`src/rtl/seq_mul32_if.sv`:
```
// Request/response bundle between the execute stage and the iterative multiplier.
// start is a request pulse taken only when busy=0 and kill=0; the result is valid only in the cycle done=1.
interface seq_mul32_if;
   logic        start;
   logic        kill;
   logic [1:0]  op;
   logic [31:0] a;
   logic [31:0] b;
   logic        busy;
   logic        done;
   logic [31:0] result;
   logic [1:0]  state;

   modport master (
      output start, kill, op, a, b,
      input  busy, done, result, state
   );

   modport slave (
      input  start, kill, op, a, b,
      output busy, done, result, state
   );
endinterface

```
`src/rtl/seq_mul32.sv`:
```
// Iterative 32-bit shift-add multiplier for MUL/MULH/MULHSU/MULHU.
// Works on operand magnitudes for 32 cycles, then sign-corrects the product in one FIX cycle.
module seq_mul32 #(
   parameter int XLEN = 32
) (
   input logic     clk,
   input logic     rst_n,
   seq_mul32_if.slave bus
);

   typedef enum logic [1:0] {IDLE, CALC, FIX, DONE} state_t;

   state_t            state, state_n;
   logic [1:0]        op_q;
   logic              neg_q;
   logic [XLEN-1:0]   mcand;
   logic [XLEN-1:0]   mplier;
   logic [XLEN-1:0]   acc_hi;
   logic [4:0]        count;
   logic [XLEN-1:0]   result_q;

   logic              accept;
   logic              sa, sb;
   logic [XLEN:0]     sum;
   logic [2*XLEN-1:0] prod, prod_fix;

   assign accept = bus.start && !bus.kill && (state == IDLE || state == DONE);

   assign sa = (bus.op == 2'b01 || bus.op == 2'b10) ? bus.a[XLEN-1] : 1'b0;
   assign sb = (bus.op == 2'b01) ? bus.b[XLEN-1] : 1'b0;

   assign sum      = {1'b0, acc_hi} + {1'b0, (mplier[0] ? mcand : '0)};
   assign prod     = {acc_hi, mplier};
   assign prod_fix = neg_q ? -prod : prod;

   always_comb begin
      state_n = state;
      case (state)
         IDLE: if (accept) state_n = CALC;
         CALC: if (count == 5'd31) state_n = FIX;
         FIX:  state_n = DONE;
         DONE: state_n = accept ? CALC : IDLE;
         default: state_n = IDLE;
      endcase
      if (bus.kill) state_n = IDLE;
   end

   always_ff @(posedge clk or negedge rst_n) begin
      if (!rst_n) state <= IDLE;
      else        state <= state_n;
   end

   // Datapath: magnitudes latched on accept, sign applied once at the end.
   always_ff @(posedge clk or negedge rst_n) begin
      if (!rst_n) begin
         op_q     <= '0;
         neg_q    <= 1'b0;
         mcand    <= '0;
         mplier   <= '0;
         acc_hi   <= '0;
         count    <= '0;
         result_q <= '0;
      end else if (accept) begin
         op_q   <= bus.op;
         neg_q  <= sa ^ sb;
         mcand  <= sa ? -bus.a : bus.a;
         mplier <= sb ? -bus.b : bus.b;
         acc_hi <= '0;
         count  <= '0;
      end else if (!bus.kill && state == CALC) begin
         {acc_hi, mplier} <= {sum, mplier[XLEN-1:1]};
         count            <= count + 5'd1;
      end else if (!bus.kill && state == FIX) begin
         result_q <= (op_q == 2'b00) ? prod_fix[XLEN-1:0] : prod_fix[2*XLEN-1:XLEN];
      end
   end

   assign bus.busy   = (state == CALC) || (state == FIX);
   assign bus.done   = (state == DONE);
   assign bus.result = result_q;
   assign bus.state  = state;

endmodule

```
`src/flat_wrapper.sv`:
```
// flat-port wrapper written by rule: the top's interface ports become plain ports
module seq_mul32_flat 
#(
   parameter int XLEN = 32
)
  (clk, rst_n, bus_start, bus_kill, bus_op, bus_a, bus_b, bus_busy, bus_done, bus_result, bus_state);
  seq_mul32_if bus_i ();
  input logic clk;
  input logic rst_n;
  input wire logic [$bits(bus_i.start)-1:0] bus_start;
  input wire logic [$bits(bus_i.kill)-1:0] bus_kill;
  input wire logic [$bits(bus_i.op)-1:0] bus_op;
  input wire logic [$bits(bus_i.a)-1:0] bus_a;
  input wire logic [$bits(bus_i.b)-1:0] bus_b;
  output wire logic [$bits(bus_i.busy)-1:0] bus_busy;
  output wire logic [$bits(bus_i.done)-1:0] bus_done;
  output wire logic [$bits(bus_i.result)-1:0] bus_result;
  output wire logic [$bits(bus_i.state)-1:0] bus_state;
  assign bus_i.start = bus_start;
  assign bus_i.kill = bus_kill;
  assign bus_i.op = bus_op;
  assign bus_i.a = bus_a;
  assign bus_i.b = bus_b;
  assign bus_busy = bus_i.busy;
  assign bus_done = bus_i.done;
  assign bus_result = bus_i.result;
  assign bus_state = bus_i.state;
  seq_mul32 #(.XLEN(XLEN)) u_core (.clk(clk), .rst_n(rst_n), .bus(bus_i));
endmodule
```
`config.mk`:
```
export PLATFORM = sky130hd
export DESIGN_NAME = seq_mul32_flat
export DESIGN_NICKNAME = d
export VERILOG_FILES = /design/src/rtl/seq_mul32_if.sv /design/src/rtl/seq_mul32.sv /design/src/flat_wrapper.sv
export SDC_FILE = /design/constraint.sdc
export NUM_CORES = 1
export LEC_CHECK = 0
export ABC_AREA = 0
export CORE_ASPECT_RATIO = 1.25
export CORE_MARGIN = 2
export CORE_UTILIZATION = 50
export DETAILED_ROUTE_END_ITERATION = 6
export PLACE_DENSITY = 0.8
export SETUP_SLACK_MARGIN = 0.15
export SLEW_MARGIN = 20
export SYNTH_ARGS = -nofsm -noshare
export SYNTH_HDL_FRONTEND = slang
export SYNTH_SLANG_ARGS = --single-unit
```
`constraint.sdc`:
```
create_clock -name clk -period 3.24 [get_ports clk]
set_input_delay 0.648 -clock clk [delete_from_list [all_inputs] [get_ports clk]]
set_output_delay 0.648 -clock clk [all_outputs]
set_load 0.005 [all_outputs]
```
==> results of run 1 <==
-- registers in the layout, summed over array words and instances, names as in the netlist --
signal,count
u_core.count,5
u_core.mcand,32
u_core.acc_hi,32
u_core.mplier,32
u_core.bus.result,32
u_core.neg_q,1
u_core.bus.state,2
u_core.op_q,2
-- synthesized netlist by cell type, types with 5 or more instances --
cell type	n	area share
nand2_1	183	0.065
dfrtp_1	138	0.33
o21ai_0	133	0.063
a21oi_1	94	0.045
nor2_1	86	0.031
xnor2_1	73	0.061
clkbuf_1	67	0.024
xor2_1	57	0.047
ha_1	42	0.050
and2_1	35	0.021
inv_1	29	0.010
nor3_1	28	0.013
o31ai_1	24	0.017
or3_1	20	0.012
a21o_1	18	0.013
a22oi_1	18	0.013
and3_1	18	0.011
nand3_1	17	0.0081
a31oi_1	14	0.0083
nand4_1	14	0.0083
o21ai_1	14	0.0066
or4_1	12	0.0085
nor2b_1	11	0.0065
nor4_1	11	0.0065
o41ai_1	11	0.0091
o211ai_1	9	0.0064
nand2b_1	7	0.0041
o21a_1	7	0.0050
or2_2	7	0.0041
o31ai_2	5	0.0059
-- report_power, final --
group / switching, µW / leakage [µW] / total, µW / internal, µW
clock: 804 / 0.000290 / 2040 / 1240
sequential: 998 / 0.00177 / 3460 / 2470
combinational: 3340 / 0.00331 / 5860 / 2520
-- worst paths after layout --
kind	cells after the start	start	endpoint
min in group clk	2	u_core.mcand[14]	u_core.mcand[14]
worst min register to register	2	u_core.mcand[14]	u_core.mcand[14]
worst max-delay path	12	u_core.mplier[0]	u_core.acc_hi[19]
max in group asynchronous	2	rst_n	u_core.acc_hi[10]
worst min-delay path	1	rst_n	u_core.bus.state[0]
worst max register to register	12	u_core.mplier[0]	u_core.acc_hi[19]
-- per-layer routing --
layer,track usage,up-vias,wire length [µm]
li1,-,4903,-
met1,0.3480,4860,12310
met2,0.4814,390,15310
met3,0.04018,83,1768
met4,0.1161,0,1124
met5,0,-,0
-- kinds of logic after synthesis --
group	Yosys count	synth area share
xor gates and xnor gates	130	0.1079
DFF	138	0.3271
AOI/OAI and AO/OA	410	0.2475
and+or+nand+nor	476	0.2248
buffers and inverters	102	0.03816
muxes	3	0.002845
adders and majority gates	43	0.05168
-- stage by stage --
step           total power [µW]  area [µm²]  worst slack [ns]
6_report                  11370       12670            0.2067
5_1_grt                   12130       12670           0.09802
4_1_cts                   11240       12650            0.1909
3_5_place_dp               9149       12050            0.1289
3_3_place_gp               8984       12050            0.1916
2_1_floorplan              7058       10560            0.1802
-- layout by cell type, fill, tap and decap left out, drive strengths merged, types with 7 or more instances in the layout --
cell,instances
inv,32
nor3,32
nand4,14
a21o,18
nor4,13
o41ai,15
o31ai,29
or4,16
nor2b,11
and2,36
o211ai,9
or2,7
xor2,57
nand2b,8
dfrtp,138
xnor2,73
ha,42
a21oi,95
nand3,19
a22oi,18
a31oi,14
buf,44
or3,20
nor2,87
nand2,183
and3,18
o21ai,147
o21a,7
clkbuf,19
clkdlybuf4s50,104
-- cell type report --
type	count	area, µm²	area share
Clock buffer	19	442.9	0.03496
Clock inverter	13	166.4	0.01314
Inverter	29	108.9	0.008593
Multi-Input combinational cell	1062	6728	0.5311
Sequential cell	138	3455	0.2727
Tap cell	274	342.8	0.02706
Timing Repair Buffer	148	1425	0.1125
-- what timing repair did --
action / in CTS / in global routing
buffers inserted: 0 / 0
resized for setup: 0 / 3
endpoints found under the hold margin: 0 / 0
endpoints found under the setup margin: 0 / 6
==> results_dict.tcl, run 1 <==
set metrics [dict create \
    io_pins 106 \
    cts.path.max_buffers 2 \
    worstPathCellList "buf_12 -> and2_1 -> ha_1 -> fa_2 -> a21o_1 -> a21o_1 -> a21oi_1 -> buf_4 -> o31ai_2 -> a211o_1 -> a2111o_1 -> nand3_1" \
    vias 10236 \
    grt-ovfl-total 0 \
    end_kind "flip-flop" \
    gp_congestion 0.9366 \
    dp_hpwl_um 22850 \
    drv_slew 0 \
    max_stage_delay_ns 0.42 \
    synth_warnings 0 \
    drive_gt1_frac 0.08446 \
    cp_num_buf_inv 2 \
    required_ns 3.60 \
    num_rows 59 \
    powerDensity_nw_per_um2 897.1 \
    syn_inst 1302 \
    diodes 0 \
    critPathLaunchType "flip-flop" \
    start_util 0.5089 \
    layout.cells.non_filler 1683 \
    critPathKind "flip-flop to flip-flop" \
    cts_tree "done" \
    cp_slowest_cell "dfrtp_1" \
    cts_buffers 17 \
    cts_root_buf "clkbuf_16" \
    first_pass_iters 5 \
    rsz0062_at_grt "yes" \
    fmax_mhz 329.7 \
    setup_viol 0 \
    worst_path_most_repeated_cell "a21o_1" \
    setup_tns_ns 0 \
    synth_edf_count 0 \
    r2r_setup_slack_ns 0.21 \
    wire_per_inst_um 18.13 \
    drt_iter0_markers 1136 \
    cts-htree-levels 4 \
    async_reset_ff_frac 1.000 \
    die_y_um 166.5 \
    synth.avg_cell_area_um2 8.108 \
    cts_sinks 138 \
    first_global_vias 9831 \
    port_buffers 105 \
    grt_pass1_wl_um 50170 \
    core_um2 20740 \
    hold_slack_ns 0.2196 \
    antenna_found_initial 0 \
    synth_area_um2 10560 \
    min_period_ns 3.033 \
    ant_nets 0 \
    drc_errors 0 \
    relSlewSlack 0.4370 \
    drt_wl_total_um 30510 \
    outcome "finished clean" \
    place_inst 1651 \
    crit_family "compound AO/OA/AOI/OAI gates" \
    cp_max_fo 32 \
    fin_nets 1509 \
    clkSlewWorstSetupHoldPaths_ns 0.06 \
    yosysSeqAreaShare 0.3271 \
    yosysUniqueCellTypes 78 \
    nFillCells 1832 \
    area_growth_pct 20.01 \
    grt_use_total 0.2789 \
    fp.dieW_um 134.0 \
    postCtsHoldBufs 0 \
    worstHoldPathType "primary input to asynchronous set/reset pin" \
    utilization 0.6107 \
    power_leakage_uw 0.005367 \
    cp.arrival_ns 3.39 \
    clkLatencyLatePin_ns 0.43 \
    synth_ff_type "dfrtp_1" \
    syn_nets 1415 \
    vias_per_cell 6.082 \
    dieArea_um2 22300 \
    hold_viol 0 \
    tightest_slew_ns 0.8445 \
    ir_worst_vdd_mv 0.4584 \
    drv_cap 0 \
    synth.ff_latch_count 138 \
    skew_ns 0.01179 \
    fin_crit_sh 0.9362 \
    grt_max_degree 69 \
]
Power figures use the tool's default switching activity.
==> run 2: changes to the inputs <==
Settings changed: CORE_MARGIN 2 to 5.
==> results_dict.tcl, run 2 (synthesis gave the netlist of run 1 again) <==
set metrics [dict create \
    first_global_vias 9869 \
    core_um2 20820 \
    crit_family "compound AO/OA/AOI/OAI gates" \
    vias 10262 \
    layout_commonest_cell "nand2_1" \
    use_met3 0.03264 \
    ant_nets 0 \
    cp_slowest_cell "dfrtp_1" \
    rsz0062_at_grt "no" \
    fin_nets 1509 \
    cp.arrival_ns 3.28 \
    cts-htree-levels 4 \
    dp_hpwl_um 23360 \
    min_period_ns 2.926 \
    sw_frac_of_total 0.4403 \
    gp_congestion 1.013 \
    pwr-share-comb 0.508 \
    io_pins 106 \
    grt-ovfl-total 0 \
    grt_max_degree 93 \
    hold_viol 0 \
    critPathLaunchType "flip-flop" \
    port_buffers 105 \
    skew_ns 0.008872 \
    die_y_um 172.5 \
    clkLatencyLatePin_ns 0.43 \
    fmax_mhz 341.8 \
    grt_util_met2 0.4404 \
    critPathKind "flip-flop to flip-flop" \
    start_util 0.5071 \
    worstSetupPathDepth 11 \
    clkSlewWorstSetupHoldPaths_ns 0.06 \
    cts_root_buf "clkbuf_16" \
    clkPwrFrac 0.192 \
    grt_util_met1 0.3150 \
    required_ns 3.60 \
    drt_wl_total_um 30660 \
    final_cell_mix "nand2_1, dfrtp_1, o21ai_0" \
    stdcell_area_um2 12720 \
    cts.path.max_buffers 2 \
    relSlewSlack 0.3186 \
    drt_iter0_markers 710 \
    worst_path_most_repeated_cell "a21o_1" \
    cp_max_fo 4 \
    utilization 0.6112 \
    top_usage_layer "met2" \
    drv_cap 0 \
    fp.dieW_um 140.0 \
    fin_crit_sh 0.9030 \
    antenna_found_initial 0 \
    powerDensity_nw_per_um2 901.5 \
    grt_use_total 0.2542 \
    wire_per_inst_um 18.23 \
    r2r_cells 11 \
    cts_sinks 138 \
    worstPathCellList "and2_1 -> ha_1 -> fa_1 -> a21o_1 -> a21o_1 -> a21oi_2 -> buf_4 -> o31ai_4 -> a211o_1 -> a2111o_1 -> nand3_1" \
    dieArea_um2 24140 \
    drv_slew 0 \
    internal_power_uw 6420 \
    cts_buffers 17 \
    power_uw 11470 \
    setup_tns_ns 0 \
    ir_worst_vdd_mv 0.5173 \
    tightest_slew_ns 1.021 \
    num_rows 59 \
    drc_errors 0 \
    post-place-ws_ns 0.1526 \
    cts_tree "done" \
    drive_gt1_frac 0.08168 \
    setup_viol 0 \
    place_area_um2 12050 \
    diodes 0 \
    power_leakage_uw 0.005402 \
    cp_num_buf_inv 1 \
    end_kind "flip-flop" \
    nFillCells 1823 \
    max_stage_delay_ns 0.42 \
    vias_per_cell 6.101 \
    fin_ws_ns 0.3143 \
    p_seq_frac 0.299 \
    first_pass_iters 5 \
    outcome "finished clean" \
    worstHoldPathType "primary input to asynchronous set/reset pin" \
    p_sw_uw 5051 \
    grt_pass1_wl_um 49950 \
    area_growth_pct 20.53 \
]
## run 2: final cells by class
cell class | instances | area, µm² | area share
multi-input combinational | 1062 | 6726 | 0.5287
sequential | 138 | 3455 | 0.2715
timing repair buffer | 148 | 1425 | 0.1120
clock buffer | 20 | 446.7 | 0.03511
tap | 274 | 342.8 | 0.02694
clock inverter | 11 | 219.0 | 0.01721
inverter | 29 | 108.9 | 0.008555
## run 2: power groups by stage
stage / sequential, µW / clock (µW) / combinational (µW)
global route: 3530 / 2310 / 6400
finish: 3430 / 2210 / 5830
floorplan: 3080 / 0 / 3980
CTS: 3400 / 2230 / 5770
global placement: 3400 / 0 / 5610
detailed placement: 3430 / 0 / 5730
## run 2: metrics by stage
step	cells	hold WS (ns)
6_report	1682	0.2716
5_1_grt	1682	0.3491
4_1_cts	1682	0.3216
3_5_place_dp	1651	0.4620
3_3_place_gp	1651	0.4543
2_1_floorplan	1302	0.3524
## run 2: routing by layer
metal	wire, µm	vias to the layer above	part of all wire
li1	-	4895	-
met1	12310	4855	0.40
met2	15110	430	0.49
met3	1991	82	0.065
met4	1245	0	0.041
met5	0	-	0
## run 2: path summary, 6_finish.rpt
path	startpoint	endpoint	slack (ns)
setup / recovery	u_core.mplier[0]	u_core.acc_hi[19]	0.31
hold / removal	rst_n	u_core.bus.state[1]	0.27
setup reg to reg	u_core.mplier[0]	u_core.acc_hi[19]	0.31
hold reg to reg	u_core.mcand[11]	u_core.mcand[11]	0.47
max in group asynchronous	rst_n	u_core.mcand[15]	2.15
min in group clk	u_core.mcand[11]	u_core.mcand[11]	0.47
## run 2: timing repair
item	in CTS	in global routing
setup endpoints to repair	0	2
endpoints found under the hold margin	0	0
buffers inserted	0	0
resized for setup	0	2
hold buffers	0	0
## run 2: worst reg2reg max path: stages, from the launching register on
cell and delay [ns]:
dfrtp_1 0.42, and2_1 0.16, ha_1 0.23, fa_1 0.42, a21o_1 0.22, a21o_1 0.22
a21oi_2 0.13, buf_4 0.16, o31ai_4 0.09, a211o_1 0.31, a2111o_1 0.42, nand3_1 0.09
==> run 3: changes to the inputs <==
Settings changed: CTS_BUF_LIST from default to sky130_fd_sc_hd__clkbuf_16.
==> results_dict.tcl, run 3 (synthesis gave the netlist of run 1 again) <==
set metrics [dict create \
    gp_congestion 1.013 \
    port_buffers 105 \
    stdcell_area_um2 12710 \
    fp.dieW_um 140.0 \
    power_leakage_uw 0.005404 \
    core_um2 20820 \
    num_rows 59 \
    cp_max_fo 4 \
    min_period_ns 2.924 \
    r2r-start "u_core.mplier[0]" \
    relSlewSlack 0.3202 \
    first_global_vias 9884 \
    grt_use_total 0.2538 \
    place_inst 1651 \
    grt_max_degree 93 \
    fin_crit_sh 0.9024 \
    cts_tree "done" \
    dp_hpwl_um 23360 \
    vias 10211 \
    postCtsHoldBufs 0 \
    rsz0062_at_grt "no" \
    utilization 0.6107 \
    multiInputGateArea_um2 6726 \
    cts_root_buf "clkbuf_16" \
    layout.cells.non_filler 1682 \
    fmax_mhz 342.0 \
    setup_tns_ns 0 \
    fin_nets 1509 \
    met2_length_um 15060 \
    r2r_setup_slack_ns 0.32 \
    outcome "finished clean" \
    antenna_found_initial 0 \
    nFillCells 1823 \
    end_kind "flip-flop" \
    dieArea_um2 24140 \
    powerDensity_nw_per_um2 901.7 \
    drv_cap 0 \
    dr_wl_met3_um 1801 \
    vias_per_cell 6.071 \
    worstHoldPathType "primary input to asynchronous set/reset pin" \
    first_pass_iters 7 \
    drc_errors 0 \
    die_y_um 172.5 \
    grt_pass1_wl_um 49780 \
    drt_iter0_markers 754 \
    r2r_cells 11 \
    drt-met1-wl_um 12510 \
    highest_layer "met4" \
    skew_ns 0.008840 \
    place_area_um2 12050 \
    critPathLaunchType "flip-flop" \
    cts_sinks 138 \
    final_cell_mix "nand2_1, dfrtp_1, o21ai_0" \
    start_util 0.5071 \
    drv_slew 0 \
    wire_per_inst_um 18.25 \
    tightest_slew_ns 1.019 \
    drive_gt1_frac 0.08097 \
    hold_viol 0 \
    critPathKind "flip-flop to flip-flop" \
    drt_wl_total_um 30700 \
    cp.arrival_ns 3.29 \
    seq_area_um2 3455 \
    cts_buffers 17 \
    clkLatencyLatePin_ns 0.43 \
    clkSlewWorstSetupHoldPaths_ns 0.06 \
    required_ns 3.60 \
    ir_worst_vdd_mv 0.5238 \
    cts-htree-levels 4 \
    layout_commonest_cell "nand2_1" \
    diodes 0 \
    cts.path.max_buffers 2 \
    postCtsSetupBuffers 0 \
    area_growth_pct 20.43 \
    ant_nets 0 \
    io_pins 106 \
    setup_viol 0 \
    grt-ovfl-total 0 \
    hold_slack_ns 0.2854 \
    rr_endpoint "u_core.acc_hi[19]" \
]
run 3: cell count changes in the layout (fill, tap and decap cells not counted):
| cell | delta |
|---|---|
| clkbuf_8 | -1 |
| clkbuf_1 | -2 |
| clkinv_1 | +1 |
| inv_1 | +2 |
run 3: power breakdown:
part           internal [µW]  switching [µW]
Clock                   1430             755
Sequential              2470             968
Combinational           2490            3350
run 3: cell type report:
| cell class | count | area share |
|---|---|---|
| tap | 274 | 0.02697 |
| clock inverter | 14 | 0.01811 |
| sequential | 138 | 0.2717 |
| clock buffer | 17 | 0.03346 |
| multi-input combinational | 1062 | 0.5291 |
| timing repair buffer | 148 | 0.1121 |
| inverter | 29 | 0.008562 |
run 3: worst max path at each step:
stage / startpoint / to / depth (start not counted)
after global placement: bus_a[1] / u_core.mcand[28] / 11
after global routing: u_core.mplier[0] / u_core.acc_hi[28] / 10
after detailed placement: bus_a[1] / u_core.mcand[28] / 11
after CTS: u_core.mplier[0] / u_core.acc_hi[31] / 11
after floorplan: u_core.mplier[0] / u_core.acc_hi[28] / 11
final: u_core.mplier[0] / u_core.acc_hi[19] / 11
run 3: worst max-delay path: stages (launching register included):
cell      delay (ns)
dfrtp_1         0.42
and2_1          0.16
ha_1            0.23
fa_1            0.42
a21o_1          0.22
a21o_1          0.22
a21oi_2         0.14
buf_4           0.16
o31ai_4         0.09
a211o_1         0.30
a2111o_1        0.42
nand3_1         0.09
run 3: through the flow:
| step | total power (µW) | worst slack, ns |
|---|---|---|
| 4_1_cts | 11380 | 0.2217 |
| 5_1_grt | 12210 | 0.1734 |
| 6_report | 11460 | 0.3162 |
| 3_5_place_dp | 9163 | 0.1526 |
| 3_3_place_gp | 9005 | 0.1839 |
| 2_1_floorplan | 7058 | 0.1802 |
run 3: metal layers:
| layer | track usage | vias up |
|---|---|---|
| met1 | 0.3126 | 4828 |
| met4 | 0.1302 | 0 |
| met3 | 0.03209 | 86 |
| met2 | 0.4390 | 396 |
| met5 | 0 | - |
| li1 | - | 4901 |
run 3: timing repair:
action | CTS | global route
endpoints found under the hold margin | 0 | 0
gates resized for setup | 0 | 2
setup endpoints to repair | 0 | 2
